==> config.mk <==
export PLATFORM = sky130hd
export DESIGN_NAME = hilo_muldiv_sequencer_flat
export DESIGN_NICKNAME = d
export VERILOG_FILES = /design/src/rtl/hilo_muldiv_if.sv /design/src/rtl/hilo_muldiv_sequencer.sv /design/src/flat_wrapper.sv
export SDC_FILE = /design/constraint.sdc
export NUM_CORES = 1
export LEC_CHECK = 0
export CAP_MARGIN = 5
export CORE_ASPECT_RATIO = 1.25
export CORE_MARGIN = 8
export CORE_UTILIZATION = 57
export DETAILED_ROUTE_END_ITERATION = 10
export PLACE_DENSITY = 0.82
export SLEW_MARGIN = 15
export SYNTH_ARGS = -nofsm -noshare
export SYNTH_HDL_FRONTEND = slang
export SYNTH_SLANG_ARGS = --single-unit
export TNS_END_PERCENT = 50
==> constraint.sdc <==
create_clock -name clk -period 3.9 [get_ports clk]
set_input_delay 0.975 -clock clk [delete_from_list [all_inputs] [get_ports clk]]
set_output_delay 0.975 -clock clk [all_outputs]
set_load 0.01 [all_outputs]
==> src/rtl/hilo_muldiv_if.sv <==
// hilo_muldiv_if: decode-side handshake and HI/LO result bundle for the mul/div sequencer.
interface hilo_muldiv_if #(parameter int WIDTH = 32);
  logic             op_valid;
  logic [2:0]       op;
  logic [WIDTH-1:0] src_a;
  logic [WIDTH-1:0] src_b;
  logic             flush;
  logic             busy;
  logic             stall;
  logic [WIDTH-1:0] result;
  logic             result_valid;
  logic [WIDTH-1:0] hi;
  logic [WIDTH-1:0] lo;
  logic             div_by_zero;
  modport master (output op_valid, op, src_a, src_b, flush,
                  input busy, stall, result, result_valid, hi, lo, div_by_zero);
  modport slave (input op_valid, op, src_a, src_b, flush,
                 output busy, stall, result, result_valid, hi, lo, div_by_zero);
endinterface

==> src/rtl/hilo_muldiv_sequencer.sv <==
// hilo_muldiv_sequencer: iterative shift-add multiply / restoring divide owning HI/LO.
// Define HILO_SIGNED_EN to accept MULT/DIV, which add one sign-fix cycle.
module hilo_muldiv_sequencer #(parameter int WIDTH = 32) (
  input logic         clk,
  input logic         rst_n,
  hilo_muldiv_if.slave bus
);
  localparam int CW = $clog2(WIDTH);
  localparam logic [CW-1:0] LAST = CW'(WIDTH - 1);
  typedef enum logic [1:0] {IDLE, MUL, DIV `ifdef HILO_SIGNED_EN , FIX `endif} state_t;
  state_t             state_q, state_d;
  logic [CW-1:0]      cnt_q, cnt_d;
  logic [2*WIDTH-1:0] p_q, p_d, step;
  logic [WIDTH-1:0]   opb_q, opb_d, hi_q, hi_d, lo_q, lo_d, a_mag, b_mag, rn;
  logic [WIDTH:0]     msum, rs;
  logic               dbz_q, dbz_d, is_mul, is_div, is_mv, accept, ge;
`ifdef HILO_SIGNED_EN
  logic sgn_q, sgn_d, dv_q, dv_d, neg_q, neg_d, ra_q, ra_d, signed_op;
  assign signed_op = bus.op == 3'd5 || bus.op == 3'd6;
  assign is_mul    = bus.op == 3'd1 || bus.op == 3'd5;
  assign is_div    = bus.op == 3'd2 || bus.op == 3'd6;
  assign a_mag     = signed_op && bus.src_a[WIDTH-1] ? -bus.src_a : bus.src_a;
  assign b_mag     = signed_op && bus.src_b[WIDTH-1] ? -bus.src_b : bus.src_b;
`else
  assign is_mul = bus.op == 3'd1;
  assign is_div = bus.op == 3'd2;
  assign a_mag  = bus.src_a;
  assign b_mag  = bus.src_b;
`endif
  assign is_mv            = bus.op == 3'd3 || bus.op == 3'd4;
  assign bus.busy         = state_q != IDLE;
  assign bus.stall        = bus.op_valid & (is_mul | is_div | is_mv) & bus.busy;
  assign bus.result_valid = bus.op_valid & ~bus.busy & is_mv;
  assign bus.result       = !bus.result_valid ? '0 : bus.op == 3'd3 ? hi_q : lo_q;
  assign bus.hi           = hi_q;
  assign bus.lo           = lo_q;
  assign bus.div_by_zero  = dbz_q;
  assign accept = state_q == IDLE && bus.op_valid && !bus.flush && (is_mul || is_div);
  // {acc,mplr} for multiply, {rem,quo} for divide share p_q
  assign msum = {1'b0, p_q[2*WIDTH-1:WIDTH]} + (p_q[0] ? {1'b0, opb_q} : '0);
  assign rs   = {p_q[2*WIDTH-1:WIDTH], p_q[WIDTH-1]};
  assign ge   = rs >= {1'b0, opb_q};
  assign rn   = ge ? rs[WIDTH-1:0] - opb_q : rs[WIDTH-1:0];
  assign step = state_q == DIV ? {rn, p_q[WIDTH-2:0], ge} : {msum, p_q[WIDTH-1:1]};
  always_comb begin
    state_d = state_q;
    cnt_d   = cnt_q;
    p_d     = p_q;
    opb_d   = opb_q;
    hi_d    = hi_q;
    lo_d    = lo_q;
    dbz_d   = dbz_q;
`ifdef HILO_SIGNED_EN
    sgn_d   = sgn_q;
    dv_d    = dv_q;
    neg_d   = neg_q;
    ra_d    = ra_q;
`endif
    if (bus.flush) begin
      state_d = IDLE;
      cnt_d   = '0;
    end else if (state_q == IDLE) begin
      if (accept) begin
        dbz_d = is_div && bus.src_b == '0;
        cnt_d = '0;
        if (dbz_d) begin
          hi_d = bus.src_a;
          lo_d = '1;
        end else begin
          state_d = is_div ? DIV : MUL;
          opb_d   = is_div ? b_mag : a_mag;
          p_d     = {{WIDTH{1'b0}}, is_div ? a_mag : b_mag};
`ifdef HILO_SIGNED_EN
          sgn_d = signed_op;
          dv_d  = is_div;
          neg_d = signed_op & (bus.src_a[WIDTH-1] ^ bus.src_b[WIDTH-1]);
          ra_d  = signed_op & bus.src_a[WIDTH-1];
`endif
        end
      end
`ifdef HILO_SIGNED_EN
    end else if (state_q == FIX) begin
      state_d = IDLE;
      {hi_d, lo_d} = dv_q ? {ra_q ? -p_q[2*WIDTH-1:WIDTH] : p_q[2*WIDTH-1:WIDTH],
                             neg_q ? -p_q[WIDTH-1:0] : p_q[WIDTH-1:0]}
                          : neg_q ? -p_q : p_q;
`endif
    end else begin
      p_d   = step;
      cnt_d = cnt_q + 1'b1;
      if (cnt_q == LAST) begin
        cnt_d   = '0;
        state_d = IDLE;
        {hi_d, lo_d} = step;
`ifdef HILO_SIGNED_EN
        if (sgn_q) begin
          state_d = FIX;
          hi_d    = hi_q;
          lo_d    = lo_q;
        end
`endif
      end
    end
  end
  always_ff @(posedge clk or negedge rst_n) begin
    if (!rst_n) begin
      state_q <= IDLE;
      cnt_q   <= '0;
      p_q     <= '0;
      opb_q   <= '0;
      hi_q    <= '0;
      lo_q    <= '0;
      dbz_q   <= 1'b0;
`ifdef HILO_SIGNED_EN
      sgn_q   <= 1'b0;
      dv_q    <= 1'b0;
      neg_q   <= 1'b0;
      ra_q    <= 1'b0;
`endif
    end else begin
      state_q <= state_d;
      cnt_q   <= cnt_d;
      p_q     <= p_d;
      opb_q   <= opb_d;
      hi_q    <= hi_d;
      lo_q    <= lo_d;
      dbz_q   <= dbz_d;
`ifdef HILO_SIGNED_EN
      sgn_q   <= sgn_d;
      dv_q    <= dv_d;
      neg_q   <= neg_d;
      ra_q    <= ra_d;
`endif
    end
  end
endmodule

==> src/flat_wrapper.sv <==
// flat-port wrapper written by rule: the top's interface ports become plain ports
module hilo_muldiv_sequencer_flat 
#(parameter int WIDTH = 32)
  (clk, rst_n, bus_op_valid, bus_op, bus_src_a, bus_src_b, bus_flush, bus_busy, bus_stall, bus_result, bus_result_valid, bus_hi, bus_lo, bus_div_by_zero);
  hilo_muldiv_if #(.WIDTH(WIDTH)) bus_i ();
  input logic clk;
  input logic rst_n;
  input wire logic [$bits(bus_i.op_valid)-1:0] bus_op_valid;
  input wire logic [$bits(bus_i.op)-1:0] bus_op;
  input wire logic [$bits(bus_i.src_a)-1:0] bus_src_a;
  input wire logic [$bits(bus_i.src_b)-1:0] bus_src_b;
  input wire logic [$bits(bus_i.flush)-1:0] bus_flush;
  output wire logic [$bits(bus_i.busy)-1:0] bus_busy;
  output wire logic [$bits(bus_i.stall)-1:0] bus_stall;
  output wire logic [$bits(bus_i.result)-1:0] bus_result;
  output wire logic [$bits(bus_i.result_valid)-1:0] bus_result_valid;
  output wire logic [$bits(bus_i.hi)-1:0] bus_hi;
  output wire logic [$bits(bus_i.lo)-1:0] bus_lo;
  output wire logic [$bits(bus_i.div_by_zero)-1:0] bus_div_by_zero;
  assign bus_i.op_valid = bus_op_valid;
  assign bus_i.op = bus_op;
  assign bus_i.src_a = bus_src_a;
  assign bus_i.src_b = bus_src_b;
  assign bus_i.flush = bus_flush;
  assign bus_busy = bus_i.busy;
  assign bus_stall = bus_i.stall;
  assign bus_result = bus_i.result;
  assign bus_result_valid = bus_i.result_valid;
  assign bus_hi = bus_i.hi;
  assign bus_lo = bus_i.lo;
  assign bus_div_by_zero = bus_i.div_by_zero;
  hilo_muldiv_sequencer #(.WIDTH(WIDTH)) u_core (.clk(clk), .rst_n(rst_n), .bus(bus_i));
endmodule
=== Word level (Yosys, flattened, before mapping) ===
Index checks and enable logic that the tools add are counted.

* Add/subtract/negate cells: 3
* Magnitude comparators: 1
* Equality and inequality tests: 11
* Mux-type cells: 28
* Bitwise gates (word level): 9
* Reduce and logical (&&, ||, !) cells: 17

{| class="wikitable"
|+ Operator list
! cell !! count
|-
| 2-to-1 mux 32 bit || 14
|-
| 2-to-1 mux 64 bit || 4
|-
| adder 32 x 33 -> 33 bit || 1
|-
| greater-or-equal comparator 33 x 32 -> 1 bit || 1
|-
| zero test 32 bit || 1
|-
| subtractor 32 bit || 1
|-
| 2-to-1 mux 5 bit || 4
|-
| 2-to-1 mux 2 bit || 6
|-
| AND reduction 3 bit || 3
|-
| AND reduction 4 bit || 2
|-
| equality test 3 x 2 -> 1 bit, second input constant || 2
|-
| adder 5 x 1 -> 5 bit, second input constant || 1
|-
| equality test 5 bit, second input constant || 1
|-
| bitwise AND 1 bit || 4
|-
| logical AND 1 bit || 4
|-
| != test 2 bit, second input constant || 2
|-
| nonzero test 2 bit || 2
|-
| equality test 3 x 1 -> 1 bit, second input constant || 1
|-
| equality test 3 bit, second input constant || 1
|-
| != test 3 x 2 -> 1 bit, second input constant || 1
|-
| != test 3 bit, second input constant || 1
|-
| inverter 1 bit || 3
|-
| nonzero test 3 bit || 1
|-
| equality test 2 bit, second input constant || 1
|-
| other kinds (5) || 7
|}

* Register bits: 168
* Bits of input ports: 71
* Word-level logic and storage cells: 76

=== Longest topological paths before layout ===
* Depth after elaboration: 7
* Gate-level depth with buffers: 16

=== Worst setup path before layout ===
Ideal clock, no wire load.

* Path type: reg-to-reg
* Start point: register u_core.p_q[33]
* End point: register u_core.p_q[55]
* Arrival: 3,143 ps
* Required time: 3,775 ps
* Slack: 632 ps
* Stages on the path, launching flop included: 14
* Buffers on the path: 2
* Path through: dfrtp_1 > ha_1 > nand3_2 > o21bai_4 > a2111o_1 > a31oi_2 > a31oi_2 > or3_1 > buf_6 > nand2_8 > buf_12 > mux2i_1 > o21ai_0 > mux2_2

* Word-level cells in the longest chain between the ends: 4
* Elaborated cells on any way between the ends: 6
* Those cells by class: 2 x add/sub; 1 x order compare; 3 x mux

{| class="wikitable"
|+ Ends and longest elaborated chain
! what !! RTL line !! RTL
|-
| start, declared || hilo_muldiv_sequencer.sv:13 || <nowiki>logic [2*WIDTH-1:0] p_q, p_d, step;</nowiki>
|-
| start signal, assigned || hilo_muldiv_sequencer.sv:123 || <nowiki>p_q <= p_d;</nowiki>
|-
| subtractor 32 bit / greater-or-equal comparator 33 x 32 -> 1 bit (equally long branches) || hilo_muldiv_sequencer.sv:43, hilo_muldiv_sequencer.sv:42 ||
|-
| 2-to-1 mux 32 bit || hilo_muldiv_sequencer.sv:43 || <nowiki>assign rn = ge ? rs[WIDTH-1:0] - opb_q : rs[WIDTH-1:0];</nowiki>
|-
| 2-to-1 mux 64 bit * || hilo_muldiv_sequencer.sv:44 || <nowiki>assign step = state_q == DIV ? {rn, p_q[WIDTH-2:0], ge} : {msum, p_q[WIDTH-1:1]};</nowiki>
|-
| 2-to-1 mux 64 bit * || hilo_muldiv_sequencer.sv:62 || <nowiki>end else if (state_q == IDLE) begin</nowiki>
|}

Mark *: on every way between the ends. The rest lies on a longest branch, timed or not.
A chain may end at the register's enable or synchronous reset.

=== Worst setup path after layout ===
* Start point: register u_core.opb_q[1]
* End point: register u_core.hi_q[29] (netlist: u_core.bus.hi[29])

* Word-level cells in the longest chain between the ends: 5
* Elaborated cells on any way between the ends: 8
* Those cells by class: 2 x add/sub; 1 x order compare; 5 x mux

{| class="wikitable"
|+ Ends and longest elaborated chain
! what !! RTL line !! RTL
|-
| start, declared || hilo_muldiv_sequencer.sv:14 || <nowiki>logic [WIDTH-1:0] opb_q, opb_d, hi_q, hi_d, lo_q, lo_d, a_mag, b_mag, rn;</nowiki>
|-
| start signal, assigned || hilo_muldiv_sequencer.sv:124 || <nowiki>opb_q <= opb_d;</nowiki>
|-
| 2-to-1 mux 32 bit, or another cell as far along || hilo_muldiv_sequencer.sv:40 || <nowiki>assign msum = {1'b0, p_q[2*WIDTH-1:WIDTH]} + (p_q[0] ? {1'b0, opb_q} : '0);</nowiki>
|-
| adder 32 x 33 -> 33 bit / 2-to-1 mux 32 bit (equally long branches) || hilo_muldiv_sequencer.sv:40, hilo_muldiv_sequencer.sv:43 ||
|-
| 2-to-1 mux 64 bit * || hilo_muldiv_sequencer.sv:44 ||
|-
| 2-to-1 mux 32 bit * || hilo_muldiv_sequencer.sv:91 || <nowiki>if (cnt_q == LAST) begin</nowiki>
|-
| 2-to-1 mux 32 bit * || hilo_muldiv_sequencer.sv:62 ||
|-
| end signal, assigned || hilo_muldiv_sequencer.sv:125 || <nowiki>hi_q <= hi_d;</nowiki>
|-
| end, declared || hilo_muldiv_sequencer.sv:14 ||
|}

Mark *: on every way between the ends. The rest lies on a longest branch, timed or not. The select of a mux whose other input is x is not followed.

==> results.cfg <==
[worst_setup_path]
r2r.worst_path.cells = 14
endpoint = u_core.bus.hi[29]
critPathKind = reg -> reg
slowest_stage = a2111o_1
cpPeakStageDelay_ps = 470
required_ps = 4210
arrival_ps = 4020
r2r_setup_slack_ps = 190
start_kind = flop
cp_cell_sequence = inv_1 > ha_1 > nor2b_1 > buf_4 > o21bai_4 > a2111o_1 > a31oi_2 > a31oi_2 > or3_1 > nand2_8 > buf_4 > mux2_2 > a22oi_1 > a21oi_1
startpoint = u_core.opb_q[1]
r2r-end = u_core.bus.hi[29]
crit_fanout = 8
r2r_start = u_core.opb_q[1]
end_kind = flop

[finish]
layout-drive-gt1-share = 0.0818
fin_nets = 1887
regArea_um2 = 4210
syn_to_final_growth_pct = 24.0
final_core_util = 0.711
diodes = 0
final_cell_area_um2 = 15600
multi_input_area_um2 = 7850
fillCellCount = 1682

[route]
wl_per_cell_um = 22.0
drc = 0
wl_um = 45000
drtIter0Drc = 1397
vias_per_cell = 6.46
detail-route-antenna-nets = 0
first_pass_iters = 6
num_vias = 13200

[yosys]
synth_cells = 1590
synth_most_common_cell = nand2_1
synth_common_cells = 241 x nand2_1, 182 x a21oi_1, 168 x dfrtp_1
yosys.area_share.adder = 0.0687
synth_nets = 1729
synth_xor_area_frac = 0.0403
synth.largest_area_cell = dfrtp_1
yosysTopAreaCellShare = 0.334
synth-simple-area-share = 0.186
synth_mux_area_frac = 0.0657
ys_seq_area_frac = 0.334
synth_enable_flop_cells = 0
async_flop_share = 1.00
synth_ff_type = dfrtp_1
syn_avg_cell_area_um2 = 7.92
synth_top_family_by_area = compound AO/OA/AOI/OAI gates
yosysUniqueCellTypes = 69
synth-seq-cells = 168
ys_top_cells_by_area = dfrtp_1 33%, a21oi_1 7.2%, nand2_1 7.2%
yosysWarningCount = 0
synth-compound-area-share = 0.258
syn_area_um2 = 12600

[sta]
skew_ps = 12.2
whs_ps = 470
finalHoldViolations = 0
max_slew.worst_pin.slew_ps = 783
finalSetupViolCount = 0
post-route-period-util = 0.951
layout_setup_ws_ps = 191
timing.slew.headroom = 0.478
fmax_mhz = 270
fin_crit_ps = 3710
slew_viol_final = 0

[floorplan]
num_io_pins = 171
die_y_um = 182
fp.coreArea_um2 = 22000
die-area_um2 = 27100
initial_core_util = 0.573
die_x_um = 149
rows = 61

[clocking]
cts_buffers = 17
clkSlewWorstSetupHoldPaths_ps = 70
cts_tree = done
cts_htree_levels = 4
cts_sinks = 168
ctsLongestPathBuffers = 2
clk_latency_ps = 440
clockRootBuffer = clkbuf_16
post_cts_buffers = 0

[placed_design]
place_ws_ps = -23.8
place.port_buffers = 170
place.gp.congestion = 0.973
hpwl_um = 34000
placed_cell_area_um2 = 14900

[global_routing]
overflow = 0
grt_use_total = 0.325
grt_start_max_net_pins = 76
grt_pass1_wl_um = 70100
antenna_found_initial = 1
grt_pass1_vias = 12800

[power_and_ir_drop]
irDropWorstVdd_uv = 303
comb_power_share = 0.453
p_int_w = 0.00430
p_switching_w = 0.00314
p_seq_frac = 0.322
leakage_nw = 7.29
power_frac_clock = 0.225
netSwitchingFraction = 0.422
power_density_nw_per_um2 = 476

[min_path]
hold_class = in -> async

[run_status]
status = finished, final reports clean

[flow_run]
drv_cap = 0
## cells by family (layout without fill, tap and decap cells)
logic type / Yosys count / in the layout
adders and majority gates: 68 / 68
DFF: 168 / 168
and+or+nand+nor: 533 / 533
xor gates and xnor gates: 58 / 58
muxes: 81 / 81
AOI/OAI and AO/OA: 531 / 531
buffers and inverters: 151 / 322
## power groups by stage
stage               registers, W  logic [W]  clock network (W)
floorplan                0.00227    0.00230                  0
global placement         0.00239    0.00319                  0
detailed placement       0.00240    0.00324                  0
CTS                      0.00237    0.00328            0.00168
global route             0.00242    0.00365            0.00174
finish                   0.00239    0.00337            0.00168
## critical path: cells and delay by family, from the launching register on
kind	cells	cell delay (ps)
adders and majority gates	1	350
and+or+nand+nor	3	760
DFF	1	400
muxes	1	360
AOI/OAI and AO/OA	6	1270
buffers and inverters	3	440
## registers in the layout, indices dropped and copies added, names as in the netlist
name / count
u_core.p_q: 64
u_core.bus.lo: 32
u_core.cnt_q: 5
u_core.bus.div_by_zero: 1
u_core.state_q: 2
u_core.bus.hi: 32
u_core.opb_q: 32
## metal layers
metal / part of all wire / vias up / track usage
met5: 0.00029 / - / 0
met4: 0.037 / 2 / 0.126
met3: 0.093 / 143 / 0.0785
met2: 0.47 / 713 / 0.522
met1: 0.40 / 6326 / 0.414
li1: - / 6023 / -
## final cells by class
type,count,area share
Multi-Input combinational cell,1271,0.503
Sequential cell,168,0.269
Timing Repair Buffer,242,0.157
Clock buffer,18,0.0275
Tap cell,283,0.0227
Inverter,48,0.0115
Clock inverter,14,0.00897
## through the flow
step	std cells	total power (W)	setup TNS, ps
global placement	2011	0.00558	0
finish	2044	0.00744	0
CTS	2043	0.00733	0
floorplan	1590	0.00456	0
global route	2044	0.00780	-4.61
detailed placement	2011	0.00564	-42.1
## cell usage in the layout, fill, tap and decap left out, drive strengths merged, types with 40 or more instances in the layout
cell type,count
nand2,242
a21oi,182
dfrtp,168
nor2,140
clkdlybuf4s50,136
o21ai,113
buf,73
mux2i,67
ha,66
inv,53
a211oi,41
and2,40
## timing repair
item,in CTS,in global routing
hold buffers,0,0
endpoints found under the setup margin,4,31
pin swaps,0,0
resized for setup,4,32
## worst min-delay path by stage
stage                         to  slack, ps  depth (start not counted)
2_1_floorplan    u_core.cnt_q[2]        460                          1
3_3_place_gp   u_core.bus.lo[16]        490                          2
3_5_place_dp   u_core.bus.lo[21]        500                          2
4_1_cts         u_core.bus.lo[4]        490                          1
5_1_grt         u_core.bus.lo[4]        510                          1
6_report        u_core.bus.lo[4]        470                          1
(Power assumes the default switching activity.)
